<file path="config.mk">
export PLATFORM = sky130hd
export DESIGN_NAME = coord_emitter
export DESIGN_NICKNAME = d
export VERILOG_FILES = /design/src/rtl/coord_emitter.sv
export SDC_FILE = /design/constraint.sdc
export NUM_CORES = 1
export LEC_CHECK = 0
export ABC_AREA = 1
export BUFFER_PORTS_ARGS = -buffer_cell sky130_fd_sc_hd__buf_2
export CAP_MARGIN = 20
export CORE_ASPECT_RATIO = 1.2
export CORE_UTILIZATION = 42
export CTS_CLUSTER_DIAMETER = 80
export CTS_CLUSTER_SIZE = 40
export DETAILED_ROUTE_END_ITERATION = 8
export PLACE_DENSITY = 0.65
export SYNTH_ARGS = -nofsm -noshare
export SYNTH_HDL_FRONTEND = slang
export SYNTH_SLANG_ARGS = --single-unit
export TNS_END_PERCENT = 20
</file>
<file path="constraint.sdc">
create_clock -name clk -period 1.4 [get_ports clk]
set_input_delay 0 -clock clk [delete_from_list [all_inputs] [get_ports clk]]
set_output_delay 0 -clock clk [all_outputs]
set_load 0.01 [all_outputs]
</file>
<file path="src/rtl/coord_emitter.sv">
// Serializes a captured 4-bit X / 4-bit Y board coordinate LSB-first, X field first, as timed show/gap bit slots.
// Optional COORD_PARITY_EN adds a ninth slot carrying even parity over all eight coordinate bits.
module coord_emitter #(
   parameter int unsigned BIT_CYCLES = 4,
   parameter int unsigned GAP_CYCLES = 2
) (
   input  logic       clk,
   input  logic       reset,
   input  logic       start,
   input  logic       abort,
   input  logic [3:0] x_in,
   input  logic [3:0] y_in,
   output logic       ready,
   output logic       bit_out,
   output logic       bit_valid,
   output logic       field,
   output logic [3:0] bit_count,
   output logic       done,
   output logic [1:0] state
);

   localparam int unsigned TICK_W = 4;
   localparam int unsigned CNT_W  = 4;

   localparam logic [1:0] S_IDLE  = 2'b00;
   localparam logic [1:0] S_X_OUT = 2'b01;
   localparam logic [1:0] S_Y_OUT = 2'b10;
   localparam logic [1:0] S_DONE  = 2'b11;

   localparam logic [TICK_W-1:0] SHOW_LAST = TICK_W'(BIT_CYCLES - 1);
   localparam logic [TICK_W-1:0] GAP_LAST  = TICK_W'(GAP_CYCLES - 1);
   localparam logic [CNT_W-1:0]  X_LAST    = CNT_W'(3);
`ifdef COORD_PARITY_EN
   localparam logic [CNT_W-1:0]  Y_LAST    = CNT_W'(8);
`else
   localparam logic [CNT_W-1:0]  Y_LAST    = CNT_W'(7);
`endif

   logic [1:0]        state_n;
   logic              ready_n;
   logic              bit_out_n;
   logic              bit_valid_n;
   logic              field_n;
   logic [CNT_W-1:0]  bit_count_n;
   logic              done_n;
   logic [3:0]        x_sh, x_sh_n;
   logic [3:0]        y_sh, y_sh_n;
   logic [TICK_W-1:0] tick, tick_n;
   logic              in_gap, in_gap_n;
   logic [CNT_W-1:0]  next_slot;

   // Bit shown in slot idx: X bits 0..3, Y bits 4..7, parity at 8 when enabled.
   function automatic logic slot_bit(input logic [CNT_W-1:0] idx,
                                     input logic [3:0] xs,
                                     input logic [3:0] ys);
      logic b;
      b = 1'b0;
      if (idx < CNT_W'(4))
         b = xs[idx[1:0]];
      else if (idx < CNT_W'(8))
         b = ys[idx[1:0]];
`ifdef COORD_PARITY_EN
      else
         b = ^{xs, ys};
`endif
      return b;
   endfunction

   assign next_slot = bit_count + CNT_W'(1);

   // State and registered outputs.
   always_ff @(posedge clk or posedge reset) begin
      if (reset) begin
         state     <= S_IDLE;
         ready     <= 1'b1;
         bit_out   <= 1'b0;
         bit_valid <= 1'b0;
         field     <= 1'b0;
         bit_count <= '0;
         done      <= 1'b0;
         x_sh      <= '0;
         y_sh      <= '0;
         tick      <= '0;
         in_gap    <= 1'b0;
      end else begin
         state     <= state_n;
         ready     <= ready_n;
         bit_out   <= bit_out_n;
         bit_valid <= bit_valid_n;
         field     <= field_n;
         bit_count <= bit_count_n;
         done      <= done_n;
         x_sh      <= x_sh_n;
         y_sh      <= y_sh_n;
         tick      <= tick_n;
         in_gap    <= in_gap_n;
      end
   end

   // Next state and next output values; outputs for cycle n+1 are decided at edge n.
   always_comb begin
      state_n     = state;
      bit_out_n   = 1'b0;
      bit_valid_n = 1'b0;
      field_n     = field;
      bit_count_n = bit_count;
      done_n      = 1'b0;
      x_sh_n      = x_sh;
      y_sh_n      = y_sh;
      tick_n      = tick;
      in_gap_n    = in_gap;

      case (state)
         S_IDLE: begin
            if (start && !abort) begin
               state_n     = S_X_OUT;
               x_sh_n      = x_in;
               y_sh_n      = y_in;
               bit_count_n = '0;
               tick_n      = '0;
               in_gap_n    = 1'b0;
               field_n     = 1'b0;
               bit_valid_n = 1'b1;
               bit_out_n   = x_in[0];
            end
         end

         S_X_OUT, S_Y_OUT: begin
            if (abort) begin
               state_n  = S_IDLE;
               field_n  = 1'b0;
               tick_n   = '0;
               in_gap_n = 1'b0;
            end else if (!in_gap) begin
               if (tick == SHOW_LAST) begin
                  in_gap_n = 1'b1;
                  tick_n   = '0;
               end else begin
                  tick_n      = tick + TICK_W'(1);
                  bit_valid_n = 1'b1;
                  bit_out_n   = slot_bit(bit_count, x_sh, y_sh);
               end
            end else if (tick != GAP_LAST) begin
               tick_n = tick + TICK_W'(1);
            end else begin
               // Slot boundary: count it, then either open the next slot or finish.
               tick_n      = '0;
               in_gap_n    = 1'b0;
               bit_count_n = next_slot;
               if ((state == S_Y_OUT) && (bit_count == Y_LAST)) begin
                  state_n = S_DONE;
                  done_n  = 1'b1;
               end else begin
                  if ((state == S_X_OUT) && (bit_count == X_LAST)) begin
                     state_n = S_Y_OUT;
                     field_n = 1'b1;
                  end
                  bit_valid_n = 1'b1;
                  bit_out_n   = slot_bit(next_slot, x_sh, y_sh);
               end
            end
         end

         S_DONE: begin
            state_n = S_IDLE;
            field_n = 1'b0;
         end

         default: begin
            state_n = S_IDLE;
            field_n = 1'b0;
         end
      endcase

      ready_n = (state_n == S_IDLE);
   end

endmodule

</file>
==> metrics.txt, run 1 <==
# TYPE chip_impl_metric gauge
chip_impl_info{name="status",value="complete, but fails checks"} 1
chip_impl_info{name="violated_checks",value="setup timing"} 1
chip_impl_metric{name="maxClockFrequency",unit="MHz"} 639.0
chip_impl_metric{name="critPathMaxFanout",unit=""} 6
chip_impl_metric{name="postSynthRegisterBits",unit=""} 24
chip_impl_info{name="path_class",value="flip-flop to flip-flop"} 1
chip_impl_metric{name="post_synth_edffs",unit=""} 0
chip_impl_metric{name="final.hold.worst_slack",unit="ns"} 0.1041
chip_impl_metric{name="finish.cell_count_without_fillers",unit=""} 276
chip_impl_metric{name="routed_wl",unit="um"} 3351
chip_impl_info{name="yosysMostFrequentCell",value="sky130_fd_sc_hd__nand2_1"} 1
chip_impl_metric{name="dieArea",unit="um^2"} 3609
chip_impl_metric{name="vias_per_cell",unit=""} 4.971
chip_impl_info{name="crit_path_cell_trace",value="inv_2 > ha_4 > inv_4 > nor2_4 > nand2_4 > a21oi_4 > buf_6 > o22ai_2"} 1
chip_impl_metric{name="worst_reg_to_reg_path_cell_count",unit=""} 8
chip_impl_metric{name="register_area_share_after_synthesis",unit="%"} 42.49
chip_impl_metric{name="p_sw",unit="uW"} 1317
chip_impl_metric{name="drive_gt1_share",unit="%"} 36.25
chip_impl_metric{name="synth_instances",unit=""} 185
chip_impl_metric{name="p_per_area",unit="nW/um^2"} 1609
chip_impl_info{name="whs_endpoint",value="bit_out"} 1
chip_impl_metric{name="internal_power",unit="uW"} 1828
chip_impl_metric{name="finalSetupTns",unit="ns"} -0.9938
chip_impl_metric{name="die_w",unit="um"} 55.01
chip_impl_metric{name="vias",unit=""} 1372
chip_impl_info{name="cts_tree",value="yes"} 1
chip_impl_metric{name="grt_use_total",unit="%"} 20.82
chip_impl_metric{name="first_global_vias",unit=""} 1342
chip_impl_metric{name="initial_antenna_violation_count",unit=""} 0
chip_impl_info{name="critPathLaunchType",value="flip-flop"} 1
chip_impl_metric{name="num_antenna_cells",unit=""} 0
chip_impl_metric{name="multi_input_gate_area_in_the_final_layout",unit="um^2"} 793.3
chip_impl_info{name="cp-end-kind",value="flip-flop"} 1
chip_impl_metric{name="ioPinCount",unit=""} 23
chip_impl_metric{name="leakagePower",unit="uW"} 0.001003
chip_impl_info{name="synth_flop_cell",value="sky130_fd_sc_hd__dfrtp_1"} 1
chip_impl_metric{name="p_sw_share",unit="%"} 41.87
chip_impl_info{name="regToRegEndpoint",value="bit_count[1]"} 1
chip_impl_metric{name="netlist-cell-type-count",unit=""} 29
chip_impl_metric{name="ir_worst_vdd",unit="mV"} 0.9136
chip_impl_metric{name="synth.net_count",unit=""} 204
chip_impl_metric{name="synth_area_per_cell",unit="um^2"} 7.656
chip_impl_metric{name="arrival",unit="ns"} 1.78
chip_impl_metric{name="fin_crit",unit="ns"} 1.565
chip_impl_metric{name="core_area",unit="um^2"} 3138
chip_impl_metric{name="gr-total-overflow",unit=""} 0
chip_impl_metric{name="routedWlPerCell",unit="um"} 12.14
chip_impl_metric{name="post_drt_antenna_nets",unit=""} 0
chip_impl_metric{name="core.rowCount",unit=""} 22
chip_impl_metric{name="buffer_ports.inserted",unit=""} 22
chip_impl_metric{name="number_of_maximum_capacitance_constraint_violations",unit=""} 0
chip_impl_metric{name="final.period_utilization",unit="%"} 111.8
chip_impl_info{name="ctsRootBufferMaster",value="sky130_fd_sc_hd__clkbuf_4"} 1
chip_impl_metric{name="yosysTopAreaCellShare",unit="%"} 40.64
chip_impl_metric{name="comb_power_share",unit="%"} 55.0
chip_impl_metric{name="syn_area",unit="um^2"} 1416
chip_impl_info{name="synth.top_cells.by_count",value="sky130_fd_sc_hd__nand2_1, sky130_fd_sc_hd__dfrtp_1, sky130_fd_sc_hd__inv_1, sky130_fd_sc_hd__nand3_1"} 1
chip_impl_metric{name="area_delta_synth_final",unit="%"} 37.99
chip_impl_metric{name="fill_cells",unit=""} 288
chip_impl_metric{name="cts_max_level",unit=""} 1
chip_impl_metric{name="clkSinkCount",unit=""} 24
chip_impl_metric{name="initial_cell_density_of_the_core",unit="%"} 45.14
chip_impl_metric{name="grt_start_max_net_pins",unit=""} 25
chip_impl_info{name="holdCritStartpoint",value="start"} 1
chip_impl_metric{name="design_area",unit="um^2"} 1954
chip_impl_metric{name="clkLatencyLatePin",unit="ns"} 0.31
chip_impl_metric{name="final-setup-viol-count",unit=""} 11
chip_impl_metric{name="worst_slew_margin",unit="%"} 78.12
chip_impl_metric{name="finalMaxSlewViolations",unit=""} 0
chip_impl_metric{name="postPlaceCellArea",unit="um^2"} 1693
chip_impl_metric{name="cts_inserted_buffers",unit=""} 3
chip_impl_metric{name="critical-path-max-stage-delay",unit="ns"} 0.40
chip_impl_info{name="grt_setup_unrepaired",value="true"} 1
chip_impl_info{name="synthDominantAreaCellType",value="sky130_fd_sc_hd__dfrtp_1"} 1
chip_impl_metric{name="die_h",unit="um"} 65.62
chip_impl_metric{name="pre_antenna_drt_iters",unit=""} 4
chip_impl_info{name="min_path_type",value="input pin to flip-flop"} 1
chip_impl_info{name="r2r-start",value="state[1]"} 1
chip_impl_metric{name="cp.required",unit="ns"} 1.62
chip_impl_metric{name="final_setup_slack_of_the_worst_path",unit="ns"} -0.1651
chip_impl_metric{name="seq_power_share",unit="%"} 34.7
chip_impl_metric{name="place_congestion",unit=""} 0.8831
chip_impl_metric{name="dp_worst_setup_slack",unit="ns"} -0.1923
chip_impl_metric{name="synth_warnings",unit=""} 0
chip_impl_info{name="ys_top_cells_by_area",value="sky130_fd_sc_hd__dfrtp_1, sky130_fd_sc_hd__nand2_1, sky130_fd_sc_hd__nand3_1"} 1
chip_impl_metric{name="slew_worst_pin",unit="ns"} 0.3282
chip_impl_metric{name="register_area",unit="um^2"} 604.3
chip_impl_metric{name="finish.net_count",unit=""} 260
chip_impl_metric{name="detailed_place_hpwl",unit="um"} 2504
chip_impl_metric{name="final_count_of_hold_timing_violations",unit=""} 0
chip_impl_metric{name="cts-root-to-sink-buffers",unit=""} 2
chip_impl_metric{name="setup_slack_on_the_worst_flop_to_flop_path",unit="ns"} -0.17
chip_impl_info{name="critical-path-slowest-cell",value="sky130_fd_sc_hd__dfrtp_2"} 1
chip_impl_metric{name="grt_pass1_wl",unit="um"} 5464
chip_impl_metric{name="dp.cells",unit=""} 257
chip_impl_metric{name="hold_path_depth",unit=""} 5
chip_impl_metric{name="post-route-drc-count",unit=""} 0
chip_impl_metric{name="clk_pin_slew",unit="ns"} 0.13
chip_impl_metric{name="synth_async_sr_flop_share",unit="%"} 100.0
chip_impl_metric{name="drtIter0Drc",unit=""} 38
chip_impl_metric{name="clkPwrFrac",unit="%"} 10.2
chip_impl_metric{name="fin_skew",unit="ns"} 0.003075
[logic make-up after synthesis]
group / Yosys count / share of synthesized area [%]
flip-flops: 24 / 42.49
AND/OR/NAND/NOR: 99 / 30.83
XOR/XNOR: 3 / 1.855
AO/OA/AOI/OAI: 22 / 9.894
buffers and inverters: 30 / 8.746
adder cells (fa/ha/maj): 7 / 6.183
[registers in the layout, indices dropped and copies added, names as in the netlist]
name / count
bit_count: 4
tick: 4
x_sh: 4
y_sh: 4
state: 2
bit_out: 1
bit_valid: 1
done: 1
field: 1
in_gap: 1
ready: 1
[timing repair]
| action | CTS | global route |
|---|---|---|
| setup endpoints to repair | 13 | 20 |
| buffers inserted | 3 | 3 |
| endpoints found under the hold margin | 33 | 0 |
| hold buffers | 9 | 0 |
| gates resized for setup | 8 | 15 |
| pin swaps | 6 | 15 |
[per-layer routing]
| metal | wire [um] | up-vias | track usage (%) |
|---|---|---|---|
| li1 | - | 695 | - |
| met1 | 1437 | 643 | 24.19 |
| met2 | 1788 | 30 | 37.65 |
| met3 | 91 | 4 | 2.083 |
| met4 | 34 | 0 | 7.500 |
| met5 | 0 | - | 0 |
[layout by cell type (no fill, tap or decap), types with 2 or more instances in the layout]
| cell type | synthesis | routed |
|---|---|---|
| sky130_fd_sc_hd__o21ai_1 | 4 | 4 |
| sky130_fd_sc_hd__ha_1 | 7 | 3 |
| sky130_fd_sc_hd__nor2_1 | 7 | 6 |
| sky130_fd_sc_hd__xor2_1 | 2 | 2 |
| sky130_fd_sc_hd__buf_2 | 2 | 22 |
| sky130_fd_sc_hd__o22ai_1 | 4 | 2 |
| sky130_fd_sc_hd__a21oi_2 | 0 | 2 |
| sky130_fd_sc_hd__dfrtp_1 | 23 | 21 |
| sky130_fd_sc_hd__inv_4 | 0 | 3 |
| sky130_fd_sc_hd__nand2_4 | 0 | 2 |
| sky130_fd_sc_hd__nor2_4 | 2 | 2 |
| sky130_fd_sc_hd__ha_4 | 0 | 3 |
| sky130_fd_sc_hd__a21oi_1 | 4 | 2 |
| sky130_fd_sc_hd__clkbuf_4 | 0 | 3 |
| sky130_fd_sc_hd__buf_4 | 0 | 22 |
| sky130_fd_sc_hd__inv_1 | 21 | 16 |
| sky130_fd_sc_hd__nor2_2 | 2 | 3 |
| sky130_fd_sc_hd__o21ai_0 | 5 | 5 |
| sky130_fd_sc_hd__nand2_1 | 63 | 61 |
| sky130_fd_sc_hd__inv_2 | 5 | 8 |
| sky130_fd_sc_hd__dlygate4sd3_1 | 0 | 9 |
| sky130_fd_sc_hd__dfrtp_2 | 0 | 2 |
| sky130_fd_sc_hd__nand3_1 | 18 | 17 |
| sky130_fd_sc_hd__o22ai_2 | 0 | 2 |
| sky130_fd_sc_hd__nand2_2 | 3 | 3 |
[cell type report]
type                    count  share of cell area (%)
multi-input cells         131                   40.59
flip-flops and latches     24                   30.92
repair buffers             54                   19.27
inverters                  27                   5.570
well taps                  36                   2.305
clock buffers               4                   1.344
[critical path: cells and delay by family (launching register included)]
family / cells / cell delay (ns)
buffers and inverters: 3 / 0.23
AOI/OAI and AO/OA: 2 / 0.32
DFF: 1 / 0.40
adders and majority gates: 1 / 0.28
and+or+nand+nor: 2 / 0.24
[power by group through the flow]
stage	logic (uW)	clock network (uW)	registers, uW
after floorplan	949	0	1120
after global placement	1440	0	1080
after detailed placement	1470	0	1090
after CTS	1560	332	1090
after global routing	1950	354	1120
final	1730	321	1090
[worst max-delay path by stage]
stage	from	end	slack [ns]	cells after the start
floorplan	state[1]	bit_count[2]	-0.13	8
global placement	tick[1]	bit_count[1]	-0.07	8
detailed placement	tick[1]	bit_count[1]	-0.19	8
CTS	state[1]	bit_count[2]	-0.12	8
global route	state[1]	ready	-0.29	9
finish	state[1]	bit_count[1]	-0.17	8
[metrics by stage]
step / power [uW] / utilization (%)
2_1_floorplan: 2069 / -
3_3_place_gp: 2518 / 53.95
3_5_place_dp: 2561 / 53.95
4_1_cts: 2983 / 59.69
5_1_grt: 3420 / 62.28
6_report: 3144 / 62.28
Note: power is estimated with default switching activity, not from simulation.
==> run 2, diff against run 1 <==
Settings changed: CORE_UTILIZATION 42 to 48, PLACE_DENSITY 0.65 to 0.72, SKIP_LAST_GASP set to 1.
==> run 2 against run 1 <==
  * The run still ends with setup timing left
  * Final area down 2.6%
  * Worst setup slack better by 0.024 ns
  * Final cell count up 1.1%
  * Sequential cell count unchanged
  * Register-to-register slack better by 0.02 ns
  * Core utilization up 6.0 points
  * Via count up 1.2%
  * Critical endpoint unchanged
==> metrics.txt, run 2 (synthesis gave the netlist of run 1 again) <==
# TYPE chip_impl_metric gauge
chip_impl_metric{name="post-route-drc-count",unit=""} 0
chip_impl_metric{name="worst_slew_margin",unit="%"} 71.72
chip_impl_info{name="crit_path_cell_trace",value="inv_2 > ha_4 > inv_2 > nor2_4 > nand2_4 > a21oi_4 > nand2_1 > o22ai_1"} 1
chip_impl_info{name="cp-end-kind",value="flip-flop"} 1
chip_impl_metric{name="fill_cells",unit=""} 248
chip_impl_info{name="min_path_type",value="input pin to flip-flop"} 1
chip_impl_metric{name="maxClockFrequency",unit="MHz"} 648.9
chip_impl_info{name="grt_setup_unrepaired",value="true"} 1
chip_impl_info{name="crit_end",value="bit_count[1]"} 1
chip_impl_info{name="r2r-start",value="state[0]"} 1
chip_impl_metric{name="arrival",unit="ns"} 1.78
chip_impl_metric{name="worst_reg_to_reg_path_cell_count",unit=""} 8
chip_impl_info{name="final_cell_mix",value="sky130_fd_sc_hd__nand2_1, sky130_fd_sc_hd__buf_4, sky130_fd_sc_hd__buf_2"} 1
chip_impl_metric{name="place_congestion",unit=""} 0.9001
chip_impl_metric{name="core_area",unit="um^2"} 2785
chip_impl_info{name="critPathLaunchType",value="flip-flop"} 1
chip_impl_metric{name="cts_max_level",unit=""} 1
chip_impl_metric{name="groute.layer.met2.usage",unit="%"} 48.05
chip_impl_info{name="setup.worst_path.start",value="state[0]"} 1
chip_impl_metric{name="dieArea",unit="um^2"} 3173
chip_impl_metric{name="cp.required",unit="ns"} 1.64
chip_impl_metric{name="cts_inserted_buffers",unit=""} 3
chip_impl_metric{name="p_per_area",unit="nW/um^2"} 1591
chip_impl_metric{name="pre_antenna_drt_iters",unit=""} 4
chip_impl_metric{name="grt.met3_usage",unit="%"} 4.198
chip_impl_metric{name="vias_per_cell",unit=""} 4.978
chip_impl_metric{name="num_antenna_cells",unit=""} 0
chip_impl_metric{name="clk_pin_slew",unit="ns"} 0.12
chip_impl_metric{name="setup_slack_on_the_worst_flop_to_flop_path",unit="ns"} -0.14
chip_impl_metric{name="gr-total-overflow",unit=""} 0
chip_impl_metric{name="final_core_utilization",unit="%"} 68.33
chip_impl_metric{name="critPathMaxFanout",unit=""} 7
chip_impl_metric{name="final_count_of_hold_timing_violations",unit=""} 0
chip_impl_metric{name="die_h",unit="um"} 61.51
chip_impl_metric{name="finalMaxSlewViolations",unit=""} 0
chip_impl_metric{name="fin_crit",unit="ns"} 1.541
chip_impl_metric{name="leakagePower",unit="uW"} 0.001014
chip_impl_metric{name="finish.net_count",unit=""} 265
chip_impl_info{name="cts_tree",value="yes"} 1
chip_impl_metric{name="drive_gt1_share",unit="%"} 32.24
chip_impl_metric{name="final_setup_slack_of_the_worst_path",unit="ns"} -0.1410
chip_impl_metric{name="first_global_vias",unit=""} 1448
chip_impl_metric{name="clkLatencyLatePin",unit="ns"} 0.31
chip_impl_metric{name="post_drt_antenna_nets",unit=""} 0
chip_impl_metric{name="grt_start_max_net_pins",unit=""} 15
chip_impl_metric{name="vias",unit=""} 1389
chip_impl_info{name="critical_path_most_common_cell",value="sky130_fd_sc_hd__inv_2"} 1
chip_impl_metric{name="ioPinCount",unit=""} 23
chip_impl_info{name="layout_commonest_cell",value="sky130_fd_sc_hd__nand2_1"} 1
chip_impl_metric{name="postPlaceCellArea",unit="um^2"} 1765
chip_impl_metric{name="clkSinkCount",unit=""} 24
chip_impl_info{name="status",value="complete, but fails checks"} 1
chip_impl_metric{name="slew_worst_pin",unit="ns"} 0.4237
chip_impl_metric{name="number_of_maximum_capacitance_constraint_violations",unit=""} 0
chip_impl_info{name="path_class",value="flip-flop to flip-flop"} 1
chip_impl_metric{name="initial_antenna_violation_count",unit=""} 0
chip_impl_metric{name="area_delta_synth_final",unit="%"} 34.36
chip_impl_metric{name="routed_wl",unit="um"} 3484
chip_impl_metric{name="core.rowCount",unit=""} 21
chip_impl_metric{name="final.period_utilization",unit="%"} 110.1
chip_impl_metric{name="cts-root-to-sink-buffers",unit=""} 2
chip_impl_metric{name="final-setup-viol-count",unit=""} 15
chip_impl_metric{name="die_w",unit="um"} 51.59
chip_impl_info{name="grt-busiest-layer",value="met2"} 1
chip_impl_metric{name="grt_use_total",unit="%"} 25.09
chip_impl_metric{name="initial_cell_density_of_the_core",unit="%"} 50.85
chip_impl_info{name="violated_checks",value="setup timing"} 1
chip_impl_metric{name="design_area",unit="um^2"} 1903
chip_impl_metric{name="fin_skew",unit="ns"} 0.002918
chip_impl_metric{name="gr_met1_demand_resource",unit="%"} 25.69
chip_impl_metric{name="critical-path-max-stage-delay",unit="ns"} 0.41
chip_impl_metric{name="buffer_ports.inserted",unit=""} 22
chip_impl_metric{name="grt_pass1_wl",unit="um"} 5809
chip_impl_metric{name="detailed_place_hpwl",unit="um"} 2756
chip_impl_metric{name="drtIter0Drc",unit=""} 31
chip_impl_metric{name="ir_worst_vdd",unit="mV"} 1.067
chip_impl_metric{name="final.hold.worst_slack",unit="ns"} 0.09859
chip_impl_metric{name="routedWlPerCell",unit="um"} 12.49
chip_impl_info{name="regToRegEndpoint",value="bit_count[1]"} 1
chip_impl_info{name="ctsRootBufferMaster",value="sky130_fd_sc_hd__clkbuf_4"} 1
chip_impl_metric{name="dp_worst_setup_slack",unit="ns"} -0.1389
chip_impl_metric{name="totalPowerFinal",unit="uW"} 3028
chip_impl_info{name="critical-path-slowest-cell",value="sky130_fd_sc_hd__dfrtp_2"} 1
[run 2: cell count changes in the layout (fill, tap and decap cells not counted), sizes merged]
cell and delta:
buf +5, clkinv +1, inv -1
[run 2: cell type report]
class	count	area (um^2)	share of cell area, %
clock buffer	4	26.28	1.381
inverter	27	102.6	5.391
multi-input combinational	131	716.9	37.67
sequential	24	604.3	31.76
tap	34	42.54	2.235
timing repair buffer	59	410.4	21.56
[run 2: what timing repair did]
| action | in CTS | in global routing |
|---|---|---|
| buffers inserted | 1 | 0 |
| endpoints found under the setup margin | 15 | 22 |
| hold buffers | 9 | 0 |
| pin swaps | 3 | 0 |
| hold endpoints to repair | 19 | 0 |
| resized for setup | 1 | 2 |
[run 2: layer usage]
layer	routed length, um	vias up
li1	-	705
met1	1435	634
met2	1822	35
met3	104	15
met4	122	0
met5	0	-
[run 2: how the worst min path moves through the flow]
stage | startpoint | end | slack (ns) | cells after the start
2_1_floorplan | reset | bit_count[0] | 0.01 | 1
3_3_place_gp | reset | in_gap | 0.003 | 2
3_5_place_dp | reset | in_gap | 0.02 | 2
4_1_cts | start | field | 0.10 | 5
5_1_grt | abort | done | 0.13 | 5
6_report | start | field | 0.1 | 5
[run 2: where the power goes]
part	total [uW]	switching (uW)	internal, uW
Clock	315	204	111
Sequential	1080	154	926
Combinational	1630	900	733
[run 2: metrics by stage]
stage                     instances  TNS [ns]
after floorplan                 185   -0.5066
after global placement          265   -0.1797
after detailed placement        265   -0.7257
after CTS                       279   -0.8094
after global routing            279    -2.337
final                           279    -1.018
[run 2: worst max-delay path, delay by kind of cell, from the launching register on]
| family | cells | cell delay (ns) |
|---|---|---|
| adder cells (fa/ha/maj) | 1 | 0.27 |
| AO/OA/AOI/OAI | 2 | 0.35 |
| buffers and inverters | 2 | 0.10 |
| AND/OR/NAND/NOR | 3 | 0.34 |
| flip-flops | 1 | 0.41 |
